File: src/rtl/change_dispenser.sv
// Coin-change dispenser: greedy quarter/dime/nickel payout from three coin tubes,
// with per-coin drop acknowledge, jam timeout and shortfall reporting.
module change_dispenser #(
    parameter int TIMEOUT    = 15,
    parameter int INIT_STOCK = 20
) (
    input  logic       clk,
    input  logic       rst,
    input  logic       start,
    input  logic [8:0] change,
    input  logic       load_stock,
    input  logic [4:0] q_load,
    input  logic [4:0] d_load,
    input  logic [4:0] n_load,
    input  logic       coin_ack,
    output logic       eject_q,
    output logic       eject_d,
    output logic       eject_n,
    output logic [4:0] quarter_o,
    output logic [4:0] dime_o,
    output logic [4:0] nickel_o,
    output logic       busy,
    output logic       done,
    output logic [8:0] shortfall,
    output logic       jam
);

    localparam logic [2:0] IDLE   = 3'd0;
    localparam logic [2:0] SELECT = 3'd1;
    localparam logic [2:0] EJECT  = 3'd2;
    localparam logic [2:0] WAIT   = 3'd3;
    localparam logic [2:0] DONE   = 3'd4;

    localparam logic [1:0] COIN_Q = 2'd0;
    localparam logic [1:0] COIN_D = 2'd1;
    localparam logic [1:0] COIN_N = 2'd2;

    localparam int TW = (TIMEOUT > 2) ? $clog2(TIMEOUT) : 1;
    localparam logic [TW-1:0] TIMER_LAST = TW'(TIMEOUT - 1);
    localparam logic [4:0]    STOCK_RST  = 5'(INIT_STOCK);

    logic [2:0]    state_q,     state_d;
    logic [8:0]    remaining_q, remaining_d;
    logic [4:0]    q_stock_q,   q_stock_d;
    logic [4:0]    d_stock_q,   d_stock_d;
    logic [4:0]    n_stock_q,   n_stock_d;
    logic [1:0]    sel_q,       sel_d;
    logic [TW-1:0] timer_q,     timer_d;
    logic [4:0]    quarter_q,   quarter_d;
    logic [4:0]    dime_q,      dime_d;
    logic [4:0]    nickel_q,    nickel_d;
    logic [8:0]    shortfall_q, shortfall_d;
    logic          jam_q,       jam_d;

    // NOTE: every _d starts as its _q so no path through the case leaves a latch.
    always_comb begin
        state_d     = state_q;
        remaining_d = remaining_q;
        q_stock_d   = q_stock_q;
        d_stock_d   = d_stock_q;
        n_stock_d   = n_stock_q;
        sel_d       = sel_q;
        timer_d     = timer_q;
        quarter_d   = quarter_q;
        dime_d      = dime_q;
        nickel_d    = nickel_q;
        shortfall_d = shortfall_q;
        jam_d       = jam_q;

        case (state_q)
            IDLE: begin
                // A simultaneous load lands first, so the next SELECT sees the new stocks.
                if (load_stock) begin
                    q_stock_d = q_load;
                    d_stock_d = d_load;
                    n_stock_d = n_load;
                    jam_d     = 1'b0;
                end
                if (start) begin
                    remaining_d = change - (change % 9'd5);
                    quarter_d   = '0;
                    dime_d      = '0;
                    nickel_d    = '0;
                    shortfall_d = '0;
                    state_d     = SELECT;
                end
            end
            SELECT: begin
                if (remaining_q >= 9'd25 && q_stock_q != '0) begin
                    sel_d   = COIN_Q;
                    state_d = EJECT;
                end else if (remaining_q >= 9'd10 && d_stock_q != '0) begin
                    sel_d   = COIN_D;
                    state_d = EJECT;
                end else if (remaining_q >= 9'd5 && n_stock_q != '0) begin
                    sel_d   = COIN_N;
                    state_d = EJECT;
                end else begin
                    shortfall_d = remaining_q;
                    state_d     = DONE;
                end
            end
            EJECT: begin
                timer_d = '0;
                state_d = WAIT;
            end
            WAIT: begin
                // The ack is checked first so a drop on the final timer cycle still counts.
                if (coin_ack) begin
                    state_d = SELECT;
                    case (sel_q)
                        COIN_Q: begin
                            remaining_d = remaining_q - 9'd25;
                            if (q_stock_q != '0) q_stock_d = q_stock_q - 5'd1;
                            quarter_d = quarter_q + 5'd1;
                        end
                        COIN_D: begin
                            remaining_d = remaining_q - 9'd10;
                            if (d_stock_q != '0) d_stock_d = d_stock_q - 5'd1;
                            dime_d = dime_q + 5'd1;
                        end
                        default: begin
                            remaining_d = remaining_q - 9'd5;
                            if (n_stock_q != '0) n_stock_d = n_stock_q - 5'd1;
                            nickel_d = nickel_q + 5'd1;
                        end
                    endcase
                end else if (timer_q == TIMER_LAST) begin
                    jam_d   = 1'b1;
                    state_d = SELECT;
                    case (sel_q)
                        COIN_Q:  q_stock_d = '0;
                        COIN_D:  d_stock_d = '0;
                        default: n_stock_d = '0;
                    endcase
                end else begin
                    timer_d = timer_q + TW'(1);
                end
            end
            DONE:    state_d = IDLE;
            default: state_d = IDLE;
        endcase
    end

    // NOTE: state registers use non-blocking assignments so all flops update together.
    always_ff @(posedge clk) begin
        if (rst) begin
            state_q     <= IDLE;
            remaining_q <= '0;
            q_stock_q   <= STOCK_RST;
            d_stock_q   <= STOCK_RST;
            n_stock_q   <= STOCK_RST;
            sel_q       <= COIN_Q;
            timer_q     <= '0;
            quarter_q   <= '0;
            dime_q      <= '0;
            nickel_q    <= '0;
            shortfall_q <= '0;
            jam_q       <= 1'b0;
        end else begin
            state_q     <= state_d;
            remaining_q <= remaining_d;
            q_stock_q   <= q_stock_d;
            d_stock_q   <= d_stock_d;
            n_stock_q   <= n_stock_d;
            sel_q       <= sel_d;
            timer_q     <= timer_d;
            quarter_q   <= quarter_d;
            dime_q      <= dime_d;
            nickel_q    <= nickel_d;
            shortfall_q <= shortfall_d;
            jam_q       <= jam_d;
        end
    end

    assign eject_q   = (state_q == EJECT) && (sel_q == COIN_Q);
    assign eject_d   = (state_q == EJECT) && (sel_q == COIN_D);
    assign eject_n   = (state_q == EJECT) && (sel_q == COIN_N);
    assign busy      = (state_q != IDLE);
    assign done      = (state_q == DONE);
    assign quarter_o = quarter_q;
    assign dime_o    = dime_q;
    assign nickel_o  = nickel_q;
    assign shortfall = shortfall_q;
    assign jam       = jam_q;

endmodule
File: config.mk
export PLATFORM = sky130hd
export DESIGN_NAME = change_dispenser
export DESIGN_NICKNAME = d
export VERILOG_FILES = /design/src/rtl/change_dispenser.sv
export SDC_FILE = /design/constraint.sdc
export NUM_CORES = 1
export LEC_CHECK = 0
export CELL_PAD_IN_SITES_DETAIL_PLACEMENT = 0
export CELL_PAD_IN_SITES_GLOBAL_PLACEMENT = 2
export CORE_MARGIN = 2
export CORE_UTILIZATION = 30
export CTS_BUF_LIST = sky130_fd_sc_hd__clkbuf_8 sky130_fd_sc_hd__clkbuf_16
export DETAILED_ROUTE_END_ITERATION = 6
export GPL_ROUTABILITY_DRIVEN = 0
export PLACE_DENSITY = 0.81
export SYNTH_ARGS = -nofsm -noshare
export SYNTH_HDL_FRONTEND = slang
export SYNTH_SLANG_ARGS = --single-unit
File: constraint.sdc
create_clock -name clk -period 8.6 [get_ports clk]
set_input_delay 1.72 -clock clk [delete_from_list [all_inputs] [get_ports clk]]
set_output_delay 1.72 -clock clk [all_outputs]
set_load 0.03 [all_outputs]
---- Yosys cells after proc, flatten, opt, wreduce, memory -nomap -nowiden ----
Cells that the tools add are included.
operators by class
  add/sub/neg operators ................... 11
  divide/modulo/power cells ............... 1
  order comparisons ....................... 3
  equality and inequality tests ........... 25
  muxes and demuxes ....................... 57
  reduce and logical (&&, ||, !) cells .... 29
operators by type and width
  cell                                                                number
  2-to-1 mux 5 bit                                                    25
  case mux 5 bit (2 select lines)                                     6
  2-to-1 mux 9 bit                                                    6
  case mux 9 bit (2 select lines)                                     3
  != test 2 bit (second input constant)                               12
  2-to-1 mux 3 bit                                                    6
  != test 3 bit (second input constant)                               6
  AND reduction 4 bit                                                 4
  adder 5 x 1 -> 5 bit (second input constant)                        3
  AND reduction 5 bit                                                 3
  nonzero test 5 bit                                                  3
  subtractor 5 x 1 -> 5 bit (second input constant)                   3
  case mux 3 bit (4 select lines)                                     1
  greater-or-equal comparator 9 x 3 -> 1 bit (second input constant)  1
  greater-or-equal comparator 9 x 4 -> 1 bit (second input constant)  1
  greater-or-equal comparator 9 x 5 -> 1 bit (second input constant)  1
  remainder unit 9 x 3 -> 9 bit (second input constant)               1
  subtractor 9 x 3 -> 9 bit (second input constant)                   1
  subtractor 9 x 4 -> 9 bit (second input constant)                   1
  subtractor 9 x 5 -> 9 bit (second input constant)                   1
  subtractor 9 bit                                                    1
  2-to-1 mux 4 bit                                                    2
  case mux 4 bit (2 select lines)                                     1
  == test 3 x 2 -> 1 bit (second input constant)                      2
  other kinds (18)                                                    32
storage, ports and cells
  bits in registers ....................... 58
  output and inout bits ................... 30
  word-level logic and storage cells ...... 138

---- Depth between registers and ports, before layout ----
Gate-level depths: netlist of run 1.
  word-level depth ........................ 6
  mapped depth ............................ 20
  gate-level depth less buffers ........... 17

---- Worst setup path after synthesis of run 1 ----
OpenSTA, ideal clock, no wires.
  path kind ............................... input -> register
  from .................................... input port change[7]
  to ...................................... register remaining_q[7]
  setup time .............................. 132 ps
  arrival time ............................ 4894 ps
  slack ................................... 3573 ps
  stages on the path ...................... 17
  buffers on the path ..................... 2
  cells stage by stage .................... buf_4 -> buf_4 -> nor4b_1 -> a21oi_1 -> o221a_2 -> or2_1 -> nand2_1 -> nor4_1 -> nor4bb_1 -> ha_1 -> nor2b_1 -> o21ai_0 -> a21boi_0 -> o21a_1 -> o41ai_1 -> o311a_1 -> a21oi_1
between the ends
  cells in the longest elaborated chain, start to end .. 4
RTL lines
  what                                 line  text
  start, declared                      10    input logic [8:0] change,
  remainder unit 9 x 3 -> 9 bit        80    remaining_d = change - (change % 9'd5);
  subtractor 9 bit (*)                 80
  2-to-1 mux 9 bit (*)                 79    if (start) begin
  case mux 9 bit (2 select lines) (*)  70    case (state_q)
  end signal, assigned                 162   remaining_q <= remaining_d;
  end, declared                        43    logic [8:0] remaining_q, remaining_d;
Every way passes the cells marked *; elsewhere a longest branch is shown, timed or not. The select of a mux whose other input is x is not followed.
A chain may end at the register's enable or synchronous reset.

---- Final worst setup path of run 1 ----
  from .................................... input port change[4]
  to ...................................... register remaining_q[7]
The elaborated chain is that of the path after synthesis.

==> run metrics, run 1 <==
status=finished, final reports clean; TritonCTS clock tree=yes; Max transition margin=33.5%; Post-Synthesis Cell Area=4450 sq um; Setup CP Type=input port to flip-flop; Yosys warnings=0; number of detailed-routing iterations run before antenna repair=4; DRT Wirelength=12.6 mm; transition time at the pin with the least slew margin=994 ps; total global routing overflow=0; IR drop worst, VDD=87.4 uV; # diodes=0; Hold Startpoint=q_stock_q[4]$_SDFFE_PP1P_; Max Cap Viol=0; cell repeated most along the worst path=o21ai_0; setup repair after global routing missed its margin=false; number of cells traversed by the worst hold path=2; residual antenna-violating net count after detailed routing=0; Worst-Skew Late Latency=330 ps; worst path cell trace=clkdlybuf4s50_1 -> and3b_1 -> o21ai_0 -> a32oi_1 -> nor2b_1 -> o32ai_1 -> o21ai_0 -> nor4bb_1 -> ha_1 -> nor2b_1 -> o21ai_0 -> a21boi_0 -> o21a_1 -> o41ai_1 -> o311a_1 -> a21oi_1; kind of launch point of the worst setup path=input port; wire length of the first global-routing pass=20.7 mm; Post-Synthesis Mean Instance Area=7.49 sq um; sequential share of the synthesized area=26.1%; pin count of the biggest net entering global routing=44; root buffer selected by CTS=clkbuf_16; arrival time at the worst endpoint=6460 ps; r2r setup slk=5870 ps; number of endpoints failing setup at the final stage=0; PostCTS Resize Cnt=0; register bit total from synthesis=58; design area=5430 sq um; Power per Cell Area=185 nW/um^2; top achievable clock speed=0.160 GHz; count of buffer and inverter cells on the critical path=1; # H-tree levels=3; highest-count cells in the layout ignoring fill and taps=nor2_1, dfxtp_1, clkdlybuf4s50_1; Top-Level Pins=59; top cell family by delay on the critical path=compound AO/OA/AOI/OAI gates; post-place instance area=5120 sq um; number of max-slew violations in the final report=0; Placed Instances=803; biggest area contributors in the synthesized netlist=dfxtp_1, ha_1, a21oi_1; share of final-layout standard cells stronger than drive strength 1=4.72%; number of port buffers=58; estimated wirelength of the detail-placed design=8.99 mm; core box area=14500 sq um; dominant synthesized flop cell=dfxtp_1; post-route non-filler standard cell count=819; Max Clock Skew=1.84 ps; vertical die dimension=126 um; highest fanout seen on the critical path=30; required time at the endpoint of the critical path=8790 ps; number of enable-type register cells in the synthesized netlist=0; final period utilization=72.9%; Routed wire per std cell=15.4 um; via count of the first global-routing pass=4114; post-synth top area cell=dfxtp_1; Iter 0 DRT Violations=269; Avg Vias per Cell=5.55; largest incremental delay on the critical path=1130 ps; via count=4545; area share of the largest cell type after synthesis=26.1%; Worst R2R End=shortfall[8]$_SDFFE_PP0P_; final layout net count=683; proportion of synthesized flip-flops having asynchronous set or reset=0%; number of antenna violations at the first check in global routing=0; startpoint of the worst register-to-register path=remaining_q[2]$_SDFFE_PP0P_; DRC violations left=0; commonest non-fill, non-tap cell in the layout=nor2_1; final hold violation count=0; post-synthesis instance total=594; leakage dissipation=1.99 nW; site row count=44; crit path capture type=flip-flop; Horiz. Die Dim=126 um; area growth from synthesis to layout=22.0%; setup fix buffers added after clock tree synthesis=0; Hold Path End=q_stock_q[4]$_SDFFE_PP1P_; clock-pin transition on the worst setup and hold timing paths=50 ps; post-synth cell types=72; final-layout fill cell count=1516; path class of the lowest-slack min-delay path=flip-flop to flip-flop; effective utilization at floorplan=30.6%; die area=15800 sq um; total negative slack=0 ps; Inserted Clock Buffers=9; number of buffers on the longest clock path=2; cell count of the worst reg-to-reg path=9; global-route total usage across every layer=15.8%; final period demand of the worst path=6270 ps; cell at the slowest stage of the critical path=clkdlybuf4s50_1; number of clock sinks seen by CTS=58; number of buffers inserted for hold repair after clock tree synthesis=0
-- registers in the layout (all words and copies together) (netlist names) --
name / cells
jam: 1
q_stock_q: 5
quarter_o: 5
sel_q: 2
nickel_o: 5
d_stock_q: 5
timer_q: 4
remaining_q: 9
n_stock_q: 5
dime_o: 5
shortfall: 9
state_q: 3
-- layer usage --
| metal | vias to the layer above | GRT usage (%) | share of wire (%) | wire length (um) |
|---|---|---|---|---|
| met3 | 20 | 2.04 | 4.5 | 573 |
| met1 | 2128 | 20.2 | 46 | 5760 |
| met2 | 142 | 26.8 | 48 | 6010 |
| li1 | 2255 | - | - | - |
| met4 | 0 | 6.72 | 2.3 | 290 |
| met5 | - | 0 | 0 | 0 |
-- synthesized netlist by cell type (6+ instances only) --
cell and n:
xnor2_1 8, a22o_1 9, o21a_1 7, inv_1 24
ha_1 23, o21ai_0 27, nand4_1 9, clkbuf_1 28
xor2_1 18, a21o_1 6, nand2_1 44, a31oi_1 10
nor2_1 65, nand3_1 18, o211ai_1 8, a21oi_1 52
dfxtp_1 58, nor3b_1 9, a211oi_1 12, nor4_1 7
nor2b_1 7, buf_2 8, nor3_1 25
-- where the power goes --
| group | total [W] | switching [W] | leakage (nW) | internal, W |
|---|---|---|---|---|
| Combinational | 0.000316 | 0.000189 | 1.36 | 0.000127 |
| Sequential | 0.000328 | 0.0000370 | 0.473 | 0.000291 |
| Clock | 0.000363 | 0.000125 | 0.151 | 0.000238 |
| Total | 0.00101 | 0.000351 | 1.99 | 0.000655 |
-- how the worst max path moves through the flow --
stage | startpoint | endpoint | slack (ps) | cells past startpoint
2_1_floorplan | change[7] | remaining_q[7]$_SDFFE_PP0P_ | 3570 | 17
3_3_place_gp | change[4] | remaining_q[7]$_SDFFE_PP0P_ | 2170 | 16
5_1_grt | change[4] | remaining_q[7]$_SDFFE_PP0P_ | 1910 | 16
3_5_place_dp | change[4] | remaining_q[7]$_SDFFE_PP0P_ | 2040 | 16
6_report | change[4] | remaining_q[7]$_SDFFE_PP0P_ | 2330 | 16
4_1_cts | change[4] | remaining_q[7]$_SDFFE_PP0P_ | 2390 | 16
-- cells by family after synthesis --
logic type / count (synthesis) / share of synthesized area, %
DFF: 58 / 26.1
buffers and inverters: 67 / 6.38
AOI/OAI and AO/OA: 185 / 27.8
and+or+nand+nor: 229 / 26.7
adders and majority gates: 24 / 6.92
muxes: 4 / 0.900
other: 1 / 0.0843
xor gates and xnor gates: 26 / 5.12
-- layout make-up --
cell class | instances | area (sq um) | share of cell area [%]
clock inverter | 5 | 52.6 | 0.968
clock buffer | 11 | 253 | 4.66
tap | 184 | 230 | 4.24
multi-input combinational | 473 | 3020 | 55.6
sequential | 58 | 1160 | 21.4
timing repair buffer | 63 | 618 | 11.4
inverter | 25 | 93.8 | 1.73
-- metrics by stage --
step           worst slack (ps)  power [W]  util (%)  hold WS, ps
2_1_floorplan              3570   0.000560         -          423
3_3_place_gp               2170   0.000644      35.2          432
3_5_place_dp               2040   0.000647      35.2          444
4_1_cts                    2390    0.00102      37.3          451
5_1_grt                    1910    0.00107      37.3          476
6_report                   2330    0.00101      37.3          447
-- worst register-to-register path, stage by stage (launching register included) --
cell and delay [ps]:
dfxtp_1 670, inv_1 220, ha_1 250, a21boi_0 260, a21o_1 170, a21oi_1 100
or3_1 420, nor2_1 150, nor2_2 120, a22o_1 280
Power figures use the tool's default switching activity.
==> inputs of run 2 (changes only) <==
CORE_UTILIZATION = 29   (was 30)
PLACE_DENSITY = 0.82   (was 0.81)
clock period = 5.4 ns   (was 8.6 ns; I/O delays follow)
==> run 2 against run 1 <==
Setup slack lost 1900 ps; combinational power grew 64%; critical path type unchanged; largest cell class unchanged; wire length grew 2.6%; final area grew 2.4%.
==> run metrics, run 2 (synthesized netlist as in run 1, its figures left out) <==
global-route total usage across every layer=16.0% (+0.18 points); commonest non-fill, non-tap cell in the layout=nor2_1; area growth from synthesis to layout=24.9%; pin count of the biggest net entering global routing=44 (unchanged); crit path capture type=flip-flop; post-route non-filler standard cell count=840 (+2.6%); number of buffers on the longest clock path=2 (unchanged); TritonCTS clock tree=yes; residual antenna-violating net count after detailed routing=0 (unchanged); total global routing overflow=0 (unchanged); Placed Instances=824 (+2.6%); cell count of the worst reg-to-reg path=9 (unchanged); Max Clock Skew=5.24 ps (+3.40 ps); Iter 0 DRT Violations=218 (-19%); final-layout fill cell count=1562 (+3.0%); startpoint of the worst register-to-register path=remaining_q[2]$_SDFFE_PP0P_; estimated wirelength of the detail-placed design=9.48 mm (+5.4%); setup repair after global routing missed its margin=false; r2r setup slk=2680 ps (-3190 ps); vertical die dimension=128 um (+1.7%); number of port buffers=58 (unchanged); final period demand of the worst path=5000 ps; number of clock sinks seen by CTS=58 (unchanged); end point of the critical path=remaining_q[6]$_SDFFE_PP0P_; setup fix buffers added after clock tree synthesis=0 (unchanged); worst setup path startpoint=change[6]; Horiz. Die Dim=128 um (+1.7%); busiest metal layer after global routing=met2; kind of launch point of the worst setup path=input port; share of final-layout standard cells stronger than drive strength 1=7.36% (+2.6 points); global-route track usage on met3=3.01% (+0.97 points); final layout net count=700 (+2.5%); number of antenna violations at the first check in global routing=0 (unchanged); arrival time at the worst endpoint=5250 ps (-1210 ps); # H-tree levels=3 (unchanged); Worst-Skew Late Latency=330 ps (about the same); die area=16300 sq um (+3.3%); highest fanout seen on the critical path=6 (-80%); site row count=45 (+2.3%); Setup CP Type=input port to flip-flop; Top-Level Pins=59 (unchanged); required time at the endpoint of the critical path=5640 ps (-3150 ps); root buffer selected by CTS=clkbuf_16; Avg Vias per Cell=5.44 (-2.0%); number of detailed-routing iterations run before antenna repair=4 (unchanged); Max Cap Viol=0 (unchanged); via count=4570 (+0.55%); # diodes=0 (unchanged); final period utilization=92.6%; number of max-slew violations in the final report=0 (unchanged); IR drop worst, VDD=126 uV (+45%); wire length of the first global-routing pass=21.3 mm (+3.0%); path class of the lowest-slack min-delay path=flip-flop to flip-flop; final hold violation count=0 (unchanged); status=finished, final reports clean; Routed wire per std cell=15.4 um (about the same); Max transition margin=41.5% (+8.0 points); global-route track usage on met1=19.6% (-0.64 points); effective utilization at floorplan=29.5% (-1.1 points); transition time at the pin with the least slew margin=877 ps (-116 ps); core box area=15100 sq um (+3.8%); Power per Cell Area=285 nW/um^2 (+54%); top achievable clock speed=0.200 GHz; leakage dissipation=2.07 nW (+4.1%); DRC violations left=0 (unchanged); highest-count cells in the layout ignoring fill and taps=nor2_1, dfxtp_1, clkdlybuf4s50_1; Worst R2R End=shortfall[5]$_SDFFE_PP0P_; end-of-flow core utilization=36.8% (-0.53 points); clock-pin transition on the worst setup and hold timing paths=50 ps (about the same); total negative slack=0 ps (unchanged); Inserted Clock Buffers=9 (unchanged); met2 GRT Util=27.9% (+1.2 points); via count of the first global-routing pass=4357 (+5.9%); number of endpoints failing setup at the final stage=0 (unchanged); DRT Wirelength=13.0 mm (+2.6%)
-- run 2: cell count changes in the layout (fill, tap and decap cells not counted) --
| cell | delta |
|---|---|
| dlymetal6s2s_1 | +1 |
| bufinv_16 | -1 |
| a311oi_2 | +1 |
| a311oi_1 | -1 |
| clkinvlp_4 | +1 |
| buf_4 | +17 |
| clkbuf_8 | +1 |
| clkdlybuf4s50_1 | -1 |
| clkinv_2 | -1 |
-- run 2: power by group --
group          total (W)  internal [W]  leakage [nW]  switching (W)
clock           0.000545      0.000346         0.141       0.000199
combinational   0.000518      0.000214          1.45       0.000304
sequential      0.000520      0.000463         0.473      0.0000578
total            0.00158       0.00102          2.07       0.000561
-- run 2: timing repair --
action	4_1_cts	5_1_grt
gates resized for setup	0	2
endpoints found under the setup margin	0	3
hold buffers	0	0
-- run 2: area by class of cell --
class | count | area (sq um) | area share [%]
inverters | 25 | 93.8 | 1.69
multi-input cells | 473 | 3030 | 54.5
clock inverters | 4 | 25.0 | 0.450
clock buffers | 12 | 267 | 4.80
flip-flops and latches | 58 | 1160 | 20.9
well taps | 188 | 235 | 4.23
repair buffers | 80 | 748 | 13.5
-- run 2: metal layers --
layer	routed length (um)	share of wire, %	vias to the layer above
met4	272	2.1	0
met3	493	3.8	17
met2	6350	49	108
met1	5850	45	2155
li1	-	-	2290
met5	0	0	-
-- run 2: how the worst min path moves through the flow --
stage,startpoint,end,depth (start not counted)
final,q_stock_q[4]$_SDFFE_PP1P_,q_stock_q[4]$_SDFFE_PP1P_,2
after global routing,q_stock_q[4]$_SDFFE_PP1P_,q_stock_q[4]$_SDFFE_PP1P_,2
after CTS,q_stock_q[4]$_SDFFE_PP1P_,q_stock_q[4]$_SDFFE_PP1P_,2
after detailed placement,q_stock_q[4]$_SDFFE_PP1P_,q_stock_q[4]$_SDFFE_PP1P_,2
after global placement,q_stock_q[4]$_SDFFE_PP1P_,q_stock_q[4]$_SDFFE_PP1P_,2
after floorplan,q_stock_q[4]$_SDFFE_PP1P_,q_stock_q[4]$_SDFFE_PP1P_,2
-- run 2: worst max-delay path, cell delays in order --
cell,delay (ps)
clkdlybuf4s50_1,570
nor2b_1,360
mux2i_1,130
o211ai_1,260
nor2b_1,390
buf_4,220
o221ai_1,130
a211oi_1,310
ha_1,230
inv_1,60
fa_1,400
a21o_1,180
a21oi_1,230
o21bai_1,130
a21oi_1,180
xnor2_1,130
nand3_1,110
a41oi_1,170
-- run 2: metrics by stage --
| step | worst slack, ps | hold slack, ps | power, W | cell area, sq um |
|---|---|---|---|---|
| floorplan | 1010 | 423 | 0.000891 | 4460 |
| global placement | -50.3 | 434 | 0.00104 | 5260 |
| detailed placement | -66.2 | 434 | 0.00104 | 5260 |
| CTS | 262 | 442 | 0.00160 | 5550 |
| global route | 58.7 | 475 | 0.00169 | 5560 |
| finish | 398 | 446 | 0.00158 | 5560 |
==> patch (config.mk and constraints of run 2) <==
The parameter `TIMEOUT` goes from 15 to 16.
--- a/src/rtl/change_dispenser.sv
+++ b/src/rtl/change_dispenser.sv
@@ -1,7 +1,7 @@
 // Coin-change dispenser: greedy quarter/dime/nickel payout from three coin tubes,
 // with per-coin drop acknowledge, jam timeout and shortfall reporting.
 module change_dispenser #(
-    parameter int TIMEOUT    = 15,
+    parameter int TIMEOUT    = 16,
     parameter int INIT_STOCK = 20
 ) (
     input  logic       clk,
Check against the original RTL: no difference found for any inputs over 4 cycles, from zero or initial values and one cycle with rst high; that may be too few to reach the edited logic, so the function may still have changed.
==> patch against run 2 <==
- power is 2.4% higher
- sequential cell count stayed put
- non-clock buffer count is 5 lower
- synthesized area fell by 7.1%
- critical path type unchanged
- routed wire length fell by 10%
- design area shrank 5.5%
- sequential share of layout area is 1.2 points higher
- worst setup slack got worse by 0.026 ns
- hold slack better by 0.042 ns
- via count shrank 12%
- critical path depth increased by 3
- first-iteration DRC count grew 4.6%
- register-to-register slack worse by 0.14 ns
- global-route usage is 0.14 points lower
==> patch: results (changes against run 2) <==
ratio of cells with drive above 1 in the final layout: 7.45% (+0.088 points)
DP Area: 4930 sq um (-6.2%)
wl on met1: 5170 um (-12%)
Synth Area in XOR/XNOR: 6.36% (+1.2 points)
DP Wirelength: 8480 um (-11%)
post-synthesis async set-or-reset flop share: 0% (unchanged)
Pleak: 0.00197 uW (-4.7%)
Max stage delay on crit path: 0.59 ns (+0.02 ns)
nets: 651 (-7.0%)
vias in the first global route: 3948 (-9.4%)
synth unique cells: 73 (+1.4%)
status: finished clean
Reg2Reg Setup Slack: 2.54 ns (-0.14 ns)
overall routing resource usage: 15.8% (-0.14 points)
Hold Startpoint: nickel_o[1]$_SDFFE_PP0P_
clock root cell: clkbuf_16
DR vias: 4039 (-12%)
Commonest cells post-synth: nor2_1, dfxtp_1, nand2_1, a21oi_1, o21ai_0
CP max FO: 9 (+3)
synth warn: 0 (unchanged)
Synth Area in Adders: 7.14% (+0.22 points)
met2 wire length: 5860 um (-7.7%)
Min Hold Slack: 0.488 ns (+0.0422 ns)
Arr. time, crit path: 5.28 ns (+0.03 ns)
initial drt markers: 228 (+4.6%)
peak supply drop: 0.000182 V (+44%)
first-pass GRT wire length: 18900 um (-11%)
Filler cells: 1452 (-7.0%)
Hold EP: nickel_o[1]$_SDFFE_PP0P_
post-synthesis compound-gate area fraction: 26.3% (-1.6 points)
largest net degree at the start of global routing: 51 (+16%)
mux share of post-synthesis cell area: 1.06% (+0.16 points)
Worst Clk Skew: 0.00487 ns (-0.000365 ns)
sequential area share after synthesis: 28.1% (+2.0 points)
WL final: 11600 um (-10%)
Reg2Reg Capture Point: shortfall[7]$_SDFFE_PP0P_
largest cells by area after synthesis: dfxtp_1, ha_1, nor2_1
relative slew slack: 35.4% (-6.1 points)
## patch: stage by stage
step,std cells,utilization [%],setup slack (ns)
floorplan,545,-,0.905
global placement,768,35.5,0.0553
detailed placement,768,35.5,-0.0292
CTS,784,37.8,0.326
global route,784,37.8,-0.0200
finish,784,37.8,0.371
## patch: cell type report
| type | count | share of cell area (%) |
|---|---|---|
| clock inverter | 7 | 1.79 |
| multi-input combinational | 428 | 52.2 |
| inverter | 27 | 1.93 |
| clock buffer | 9 | 4.29 |
| sequential | 58 | 22.1 |
| tap | 180 | 4.29 |
| timing repair buffer | 75 | 13.4 |
## patch: cells by family (layout without fill, tap and decap cells)
| logic type | Yosys count | in the layout |
|---|---|---|
| AO/OA/AOI/OAI | 160 | 160 |
| XOR/XNOR | 30 | 30 |
| adder cells (fa/ha/maj) | 23 | 23 |
| buffers and inverters | 59 | 118 |
| flip-flops | 58 | 58 |
| multiplexers | 4 | 4 |
| other | 1 | 5 |
| AND/OR/NAND/NOR | 206 | 206 |
## patch: worst max-delay path, delay by kind of cell
kind	cells	cell delay (ns)
compound gates	12	2.10
buf+inv	4	1.13
fa+ha+maj	1	0.43
simple gates	3	0.39
xor+xnor	1	0.16
## patch: routing by layer
metal / global-route usage, % / vias to the layer above
li1: - / 2081
met1: 19.2 / 1872
met2: 27.8 / 82
met3: 2.72 / 4
met4: 5.89 / 0
met5: 0 / -
## patch: worst max path at each step
stage / start / to / slack [ns]
final: change[4] / remaining_q[8]$_SDFFE_PP0P_ / 0.37
after global routing: change[6] / remaining_q[8]$_SDFFE_PP0P_ / -0.02
after CTS: change[6] / remaining_q[8]$_SDFFE_PP0P_ / 0.33
after detailed placement: change[6] / remaining_q[8]$_SDFFE_PP0P_ / -0.03
after global placement: change[6] / remaining_q[8]$_SDFFE_PP0P_ / 0.06
after floorplan: change[4] / remaining_q[6]$_SDFFE_PP0P_ / 0.91
## patch: what timing repair did
| item | 4_1_cts | 5_1_grt |
|---|---|---|
| hold buffers | 0 | 0 |
| endpoints found under the setup margin | 0 | 4 |
| resized for setup | 0 | 2 |
| hold endpoints to repair | 0 | 0 |
## patch: where the power goes
group	switching, uW	internal, uW
clock network	208	402
logic	285	205
registers	54.0	466
total	547	1070
